## config.mk

```make
export PLATFORM = sky130hd
export DESIGN_NAME = uart_tx_arbiter_flat
export DESIGN_NICKNAME = d
export VERILOG_FILES = /design/src/rtl/uart_tx_arbiter_if.sv /design/src/rtl/uart_tx_arbiter.sv /design/src/flat_wrapper.sv
export SDC_FILE = /design/constraint.sdc
export NUM_CORES = 1
export LEC_CHECK = 0
export ABC_AREA = 1
export CAP_MARGIN = 5
export CELL_PAD_IN_SITES_DETAIL_PLACEMENT = 0
export CELL_PAD_IN_SITES_GLOBAL_PLACEMENT = 1
export CORE_MARGIN = 8
export CORE_UTILIZATION = 33
export DETAILED_ROUTE_END_ITERATION = 6
export GPL_TIMING_DRIVEN = 0
export PLACE_DENSITY_LB_ADDON = 0.05
export SLEW_MARGIN = 25
export SYNTH_ARGS = -nofsm -noshare
export SYNTH_HDL_FRONTEND = slang
export SYNTH_SLANG_ARGS = --single-unit
export TNS_END_PERCENT = 10
```

## constraint.sdc

```tcl
create_clock -name clk -period 2.5 [get_ports clk]
set_input_delay 0.375 -clock clk [delete_from_list [all_inputs] [get_ports clk]]
set_output_delay 0.375 -clock clk [all_outputs]
set_load 0.01 [all_outputs]
```

## src/rtl/uart_tx_arbiter_if.sv

```systemverilog
// Bundle between byte requesters, the arbiter and one uart_tx transmitter.
//   req_valid/req_data/req_ready : per-requester byte handshake (byte i at [8i+7:8i])
//   done                         : per-requester frame-complete pulse
//   tx_data/tx_start/tx_idle     : transmitter side
//   busy/grant_id                : arbiter status
// master = arbiter view, slave = client/transmitter view.
interface uart_tx_arbiter_if #(
  parameter int unsigned N_REQ = 4,
  parameter int unsigned ID_W  = (N_REQ > 1) ? $clog2(N_REQ) : 1
);
  logic [N_REQ-1:0]   req_valid;
  logic [8*N_REQ-1:0] req_data;
  logic [N_REQ-1:0]   req_ready;
  logic [N_REQ-1:0]   done;
  logic [7:0]         tx_data;
  logic               tx_start;
  logic               tx_idle;
  logic               busy;
  logic [ID_W-1:0]    grant_id;

  modport master (
    input  req_valid, req_data, tx_idle,
    output req_ready, done, tx_data, tx_start, busy, grant_id
  );

  modport slave (
    output req_valid, req_data, tx_idle,
    input  req_ready, done, tx_data, tx_start, busy, grant_id
  );
endinterface

```

## src/rtl/uart_tx_arbiter.sv

```systemverilog
// Round-robin scheduler sharing one uart_tx among N_REQ byte requesters.
// Latches the winning byte onto tx_data, strobes tx_start for one cycle, follows
// tx_idle through the frame, pulses done for the owner, then holds off the next
// grant for GAP_CYCLES idle cycles.
//   clk, rst : clock and synchronous active-high reset
//   bus      : uart_tx_arbiter_if.master (requester handshake, transmitter, status)
module uart_tx_arbiter #(
  parameter int unsigned N_REQ      = 4,
  parameter int unsigned GAP_CYCLES = 0,
  parameter int unsigned ID_W       = (N_REQ > 1) ? $clog2(N_REQ) : 1
) (
  input  logic              clk,
  input  logic              rst,
  uart_tx_arbiter_if.master bus
);
  localparam int unsigned GAP_W = 8;

  typedef enum logic [1:0] {IDLE, START, WAIT_BUSY, WAIT_DONE} state_t;

  state_t           state, state_d;
  logic [ID_W-1:0]  last, grant_id, winner;
  logic [7:0]       tx_data, win_data;
  logic [GAP_W-1:0] gap;
  logic             found, grant;
  logic [N_REQ-1:0] req_ready, done;

  // Round-robin pick: first valid index above last, otherwise first valid overall,
  // which equals a modulo search starting at last+1.
  always_comb begin
    found    = 1'b0;
    winner   = '0;
    win_data = '0;
    for (int i = 0; i < int'(N_REQ); i++) begin
      if (!found && bus.req_valid[i] && (ID_W'(i) > last)) begin
        found    = 1'b1;
        winner   = ID_W'(i);
        win_data = bus.req_data[8*i +: 8];
      end
    end
    for (int i = 0; i < int'(N_REQ); i++) begin
      if (!found && bus.req_valid[i]) begin
        found    = 1'b1;
        winner   = ID_W'(i);
        win_data = bus.req_data[8*i +: 8];
      end
    end
  end

  // Next state plus the combinational handshake and completion pulses.
  always_comb begin
    state_d   = state;
    grant     = 1'b0;
    req_ready = '0;
    done      = '0;
    case (state)
      IDLE: begin
        if ((gap == '0) && bus.tx_idle && found) begin
          grant             = 1'b1;
          req_ready[winner] = 1'b1;
          state_d           = START;
        end
      end
      START:     state_d = WAIT_BUSY;
      WAIT_BUSY: if (!bus.tx_idle) state_d = WAIT_DONE;
      WAIT_DONE: begin
        if (bus.tx_idle) begin
          done[grant_id] = 1'b1;
          state_d        = IDLE;
        end
      end
      default:   state_d = IDLE;
    endcase
  end

  // State, latched byte, grant bookkeeping and inter-frame gap counter.
  always_ff @(posedge clk) begin
    if (rst) begin
      state    <= IDLE;
      tx_data  <= '0;
      grant_id <= '0;
      last     <= ID_W'(N_REQ - 1);
      gap      <= '0;
    end else begin
      state <= state_d;
      if (grant) begin
        tx_data  <= win_data;
        grant_id <= winner;
        last     <= winner;
      end
      if ((state == WAIT_DONE) && bus.tx_idle) begin
        gap <= GAP_W'(GAP_CYCLES);
      end else if (gap != '0) begin
        gap <= gap - GAP_W'(1);
      end
    end
  end

  assign bus.req_ready = req_ready;
  assign bus.done      = done;
  assign bus.tx_data   = tx_data;
  assign bus.tx_start  = (state == START);
  assign bus.busy      = (state != IDLE) || (gap != '0);
  assign bus.grant_id  = grant_id;
endmodule

```

## src/flat_wrapper.sv

```systemverilog
// flat-port wrapper written by rule: the top's interface ports become plain ports
module uart_tx_arbiter_flat 
#(
  parameter int unsigned N_REQ      = 4,
  parameter int unsigned GAP_CYCLES = 0,
  parameter int unsigned ID_W       = (N_REQ > 1) ? $clog2(N_REQ) : 1
)
  (clk, rst, bus_req_valid, bus_req_data, bus_tx_idle, bus_req_ready, bus_done, bus_tx_data, bus_tx_start, bus_busy, bus_grant_id);
  uart_tx_arbiter_if #(.N_REQ(N_REQ), .ID_W(ID_W)) bus_i ();
  input  logic clk;
  input  logic rst;
  input wire logic [$bits(bus_i.req_valid)-1:0] bus_req_valid;
  input wire logic [$bits(bus_i.req_data)-1:0] bus_req_data;
  input wire logic [$bits(bus_i.tx_idle)-1:0] bus_tx_idle;
  output wire logic [$bits(bus_i.req_ready)-1:0] bus_req_ready;
  output wire logic [$bits(bus_i.done)-1:0] bus_done;
  output wire logic [$bits(bus_i.tx_data)-1:0] bus_tx_data;
  output wire logic [$bits(bus_i.tx_start)-1:0] bus_tx_start;
  output wire logic [$bits(bus_i.busy)-1:0] bus_busy;
  output wire logic [$bits(bus_i.grant_id)-1:0] bus_grant_id;
  assign bus_i.req_valid = bus_req_valid;
  assign bus_i.req_data = bus_req_data;
  assign bus_i.tx_idle = bus_tx_idle;
  assign bus_req_ready = bus_i.req_ready;
  assign bus_done = bus_i.done;
  assign bus_tx_data = bus_i.tx_data;
  assign bus_tx_start = bus_i.tx_start;
  assign bus_busy = bus_i.busy;
  assign bus_grant_id = bus_i.grant_id;
  uart_tx_arbiter #(.N_REQ(N_REQ), .GAP_CYCLES(GAP_CYCLES), .ID_W(ID_W)) u_core (.clk(clk), .rst(rst), .bus(bus_i));
endmodule
```

==> metrics.txt <==
Total GRT Usage=13.9%; Post-synth EDFFs=0; Num CTS Buffers=3; pin slew with the least headroom to its limit=between 0.6 and 0.7 ns; post-synthesis cell type count=34; Area Growth Syn to Fin=44.3%; final period utilization=97.8%; critical setup path kind=input port to primary output; Max FO, Critical Path=10; fmax=~410 MHz; footprint of the multi-input gates=about 1100 um^2; Cell Area, Synth=1790 um^2; Setup-failing EPs final=0; antenna violations before repair=0; Worst Slack Setup Final=0.0549 ns; share of the synthesized area in the top cell type=24.6%; hold buffers post-CTS=0; RSZ-0062 raised after global routing=true; max layer used=met4; wire length of the first global-routing pass=9380 um; HP Class=flip-flop to flip-flop; Detailed Route WL=5710 um; worst clock skew=0.0162 ns; Data required, critical path=2.12 ns; Initial Util=33.4%; vias in the first global route=a little under 2000; DR vias=1967; Critical Path AT=just over 2 ns; CTS tree=yes; total core area=5370 um^2; DRT iter0 DRCs=70; post-route setup TNS=0 ns; share of the yosys chip area belonging to registers=24.6%; Antenna diodes=0; Die Span Y=89.7 um; # fillers=roughly 610; met3 WL post-DR=331 um; final std cells w/o fill=about 430; Final Hold Vio Count=0; IO Count=59; R2R depth=12; post-synthesis register bit count=22; top area cells in the synthesized netlist=dfxtp_1, nand2_1, nor2_1; grt total ovfl=0; warning count from the yosys run=0; met2 WL=2790 um; setup slack, reg-to-reg=0.68 ns; commonest non-fill, non-tap cell in the layout=nand2_1; Worst-path clk slew=0.08 ns; outcome=completed; Critical Path Sink Type=primary output; DIE AREA=slightly above 8000 um^2; Final Max Slew Viols=0; Worst Hold Depth=2; Final Net Count=406; Met1 Wirelength=2550 um; worst slack, placed=-0.592 ns; WL/cell=13.2 um; largest area contributor in the netlist=dfxtp_1; Post-DP HPWL=4410 um; Post-Syn Area per Cell=slightly above 6 um^2; Design Power=1.94 mW; routability cong.=0.760; Syn Nets=339; Leakage=approximately 1.2 nW; CTS root buf=clkbuf_8; WHS=between 0.4 and 0.5 ns; Period minus WS final=2.45 ns; Placed Cells incl. Taps=423; top_reg_cell synth=dfxtp_1; Residual DRC=0; Vias/cell=about 4.6; post-synthesis cell count=294; Max Buffers Root-to-Sink=2; share of cells above drive strength 1=13.9%; CTS Sinks=22; Power Density=751 nW/um^2; Max-Cap Viols=0; worst-case vdd ir drop=0.307 mV; worst skew pair latency=0.27 ns; most frequent cells in the layout=nand2_1, nor2_1, clkdlybuf4s50_1, inv_1, dfxtp_1; Die X=89.7 um; FFs w/ async S/R, synth=0%; htree depth=1; number of core rows=27; Register Area=440 um^2; Antenna Nets Post-Route=0; Port Buffers=57; Pre-antenna DRT Iters=4; critical path startpoint category=input port; largest net degree at the start of global routing=14; Max-slew headroom=a little under three fifths
cell type report:
cell class                 count  share of cell area (%)
clock inverter                 1                    1.16
timing repair buffer          62                    23.1
clock buffer                   3                    1.60
tap                           72                    3.48
buffer                        10                    3.14
inverter                      43                    6.24
multi-input combinational    219                    44.2
sequential                    22                    17.0
critical path, stage by stage:
cell	delay, ns
clkdlybuf4s50_1	0.44
nand2_2	0.12
nand3_2	0.10
nor2_4	0.14
buf_6	0.18
nand2_8	0.09
and3_4	0.17
nand2_2	0.08
and3_1	0.15
clkdlybuf4s15_2	0.23
metal layers:
layer	global-route usage, %	up-vias
met5	0	-
met4	2.96	0
met3	2.99	2
met2	25.2	49
met1	16.1	856
li1	-	1060
worst paths after layout:
kind / from / to
hold reg to reg: u_core.gap[0] / u_core.gap[0]
hold / removal: u_core.gap[0] / u_core.gap[0]
setup / recovery: bus_req_valid[2] / bus_req_ready[3]
setup reg to reg: u_core.gap[0] / u_core.bus.tx_data[5]
report_power, final:
group          switching, mW  internal (mW)
Clock                  0.125          0.214
Sequential            0.0677          0.445
Combinational          0.601          0.489
what timing repair did:
item / CTS / global route
pin swaps: 3 / 1
endpoints found under the hold margin: 0 / 0
endpoints found under the setup margin: 4 / 4
buffers inserted: 4 / 1
gates cloned: 0 / 0
gates resized for setup: 17 / 7
stage by stage:
stage | util (%) | cell area, um^2
after floorplan | - | 1790
after global placement | 45.7 | 2450
after detailed placement | 45.7 | 2450
after CTS | 47.8 | 2570
after global routing | 48.2 | 2590
final | 48.2 | 2590
logic make-up after synthesis:
logic type	count (synthesis)	synth area share [%]
AO/OA/AOI/OAI	30	9.91
XOR/XNOR	2	0.977
adder cells (fa/ha/maj)	6	4.19
buffers and inverters	53	13.0
flip-flops	22	24.6
multiplexers	1	0.558
AND/OR/NAND/NOR	180	46.8
registers in the layout, summed over array words and instances (netlist names):
signal               count
u_core.last              2
u_core.state             2
u_core.gap               8
u_core.bus.grant_id      2
u_core.bus.tx_data       8
synth_stat cells (2+ instances only):
cell type and instances:
a21oi_2 6, nand2_2 4, ha_1 6, buf_2 3
nand2_1 63, dfxtp_1 22, nor2_2 3, a21oi_1 11
inv_1 42, nor3_1 5, nor2_1 62, nand4_1 17
or2_2 2, buf_4 2, nand3_2 4, o21ai_0 11
buf_6 3, nand3_1 12
(Power assumes the default switching activity.)
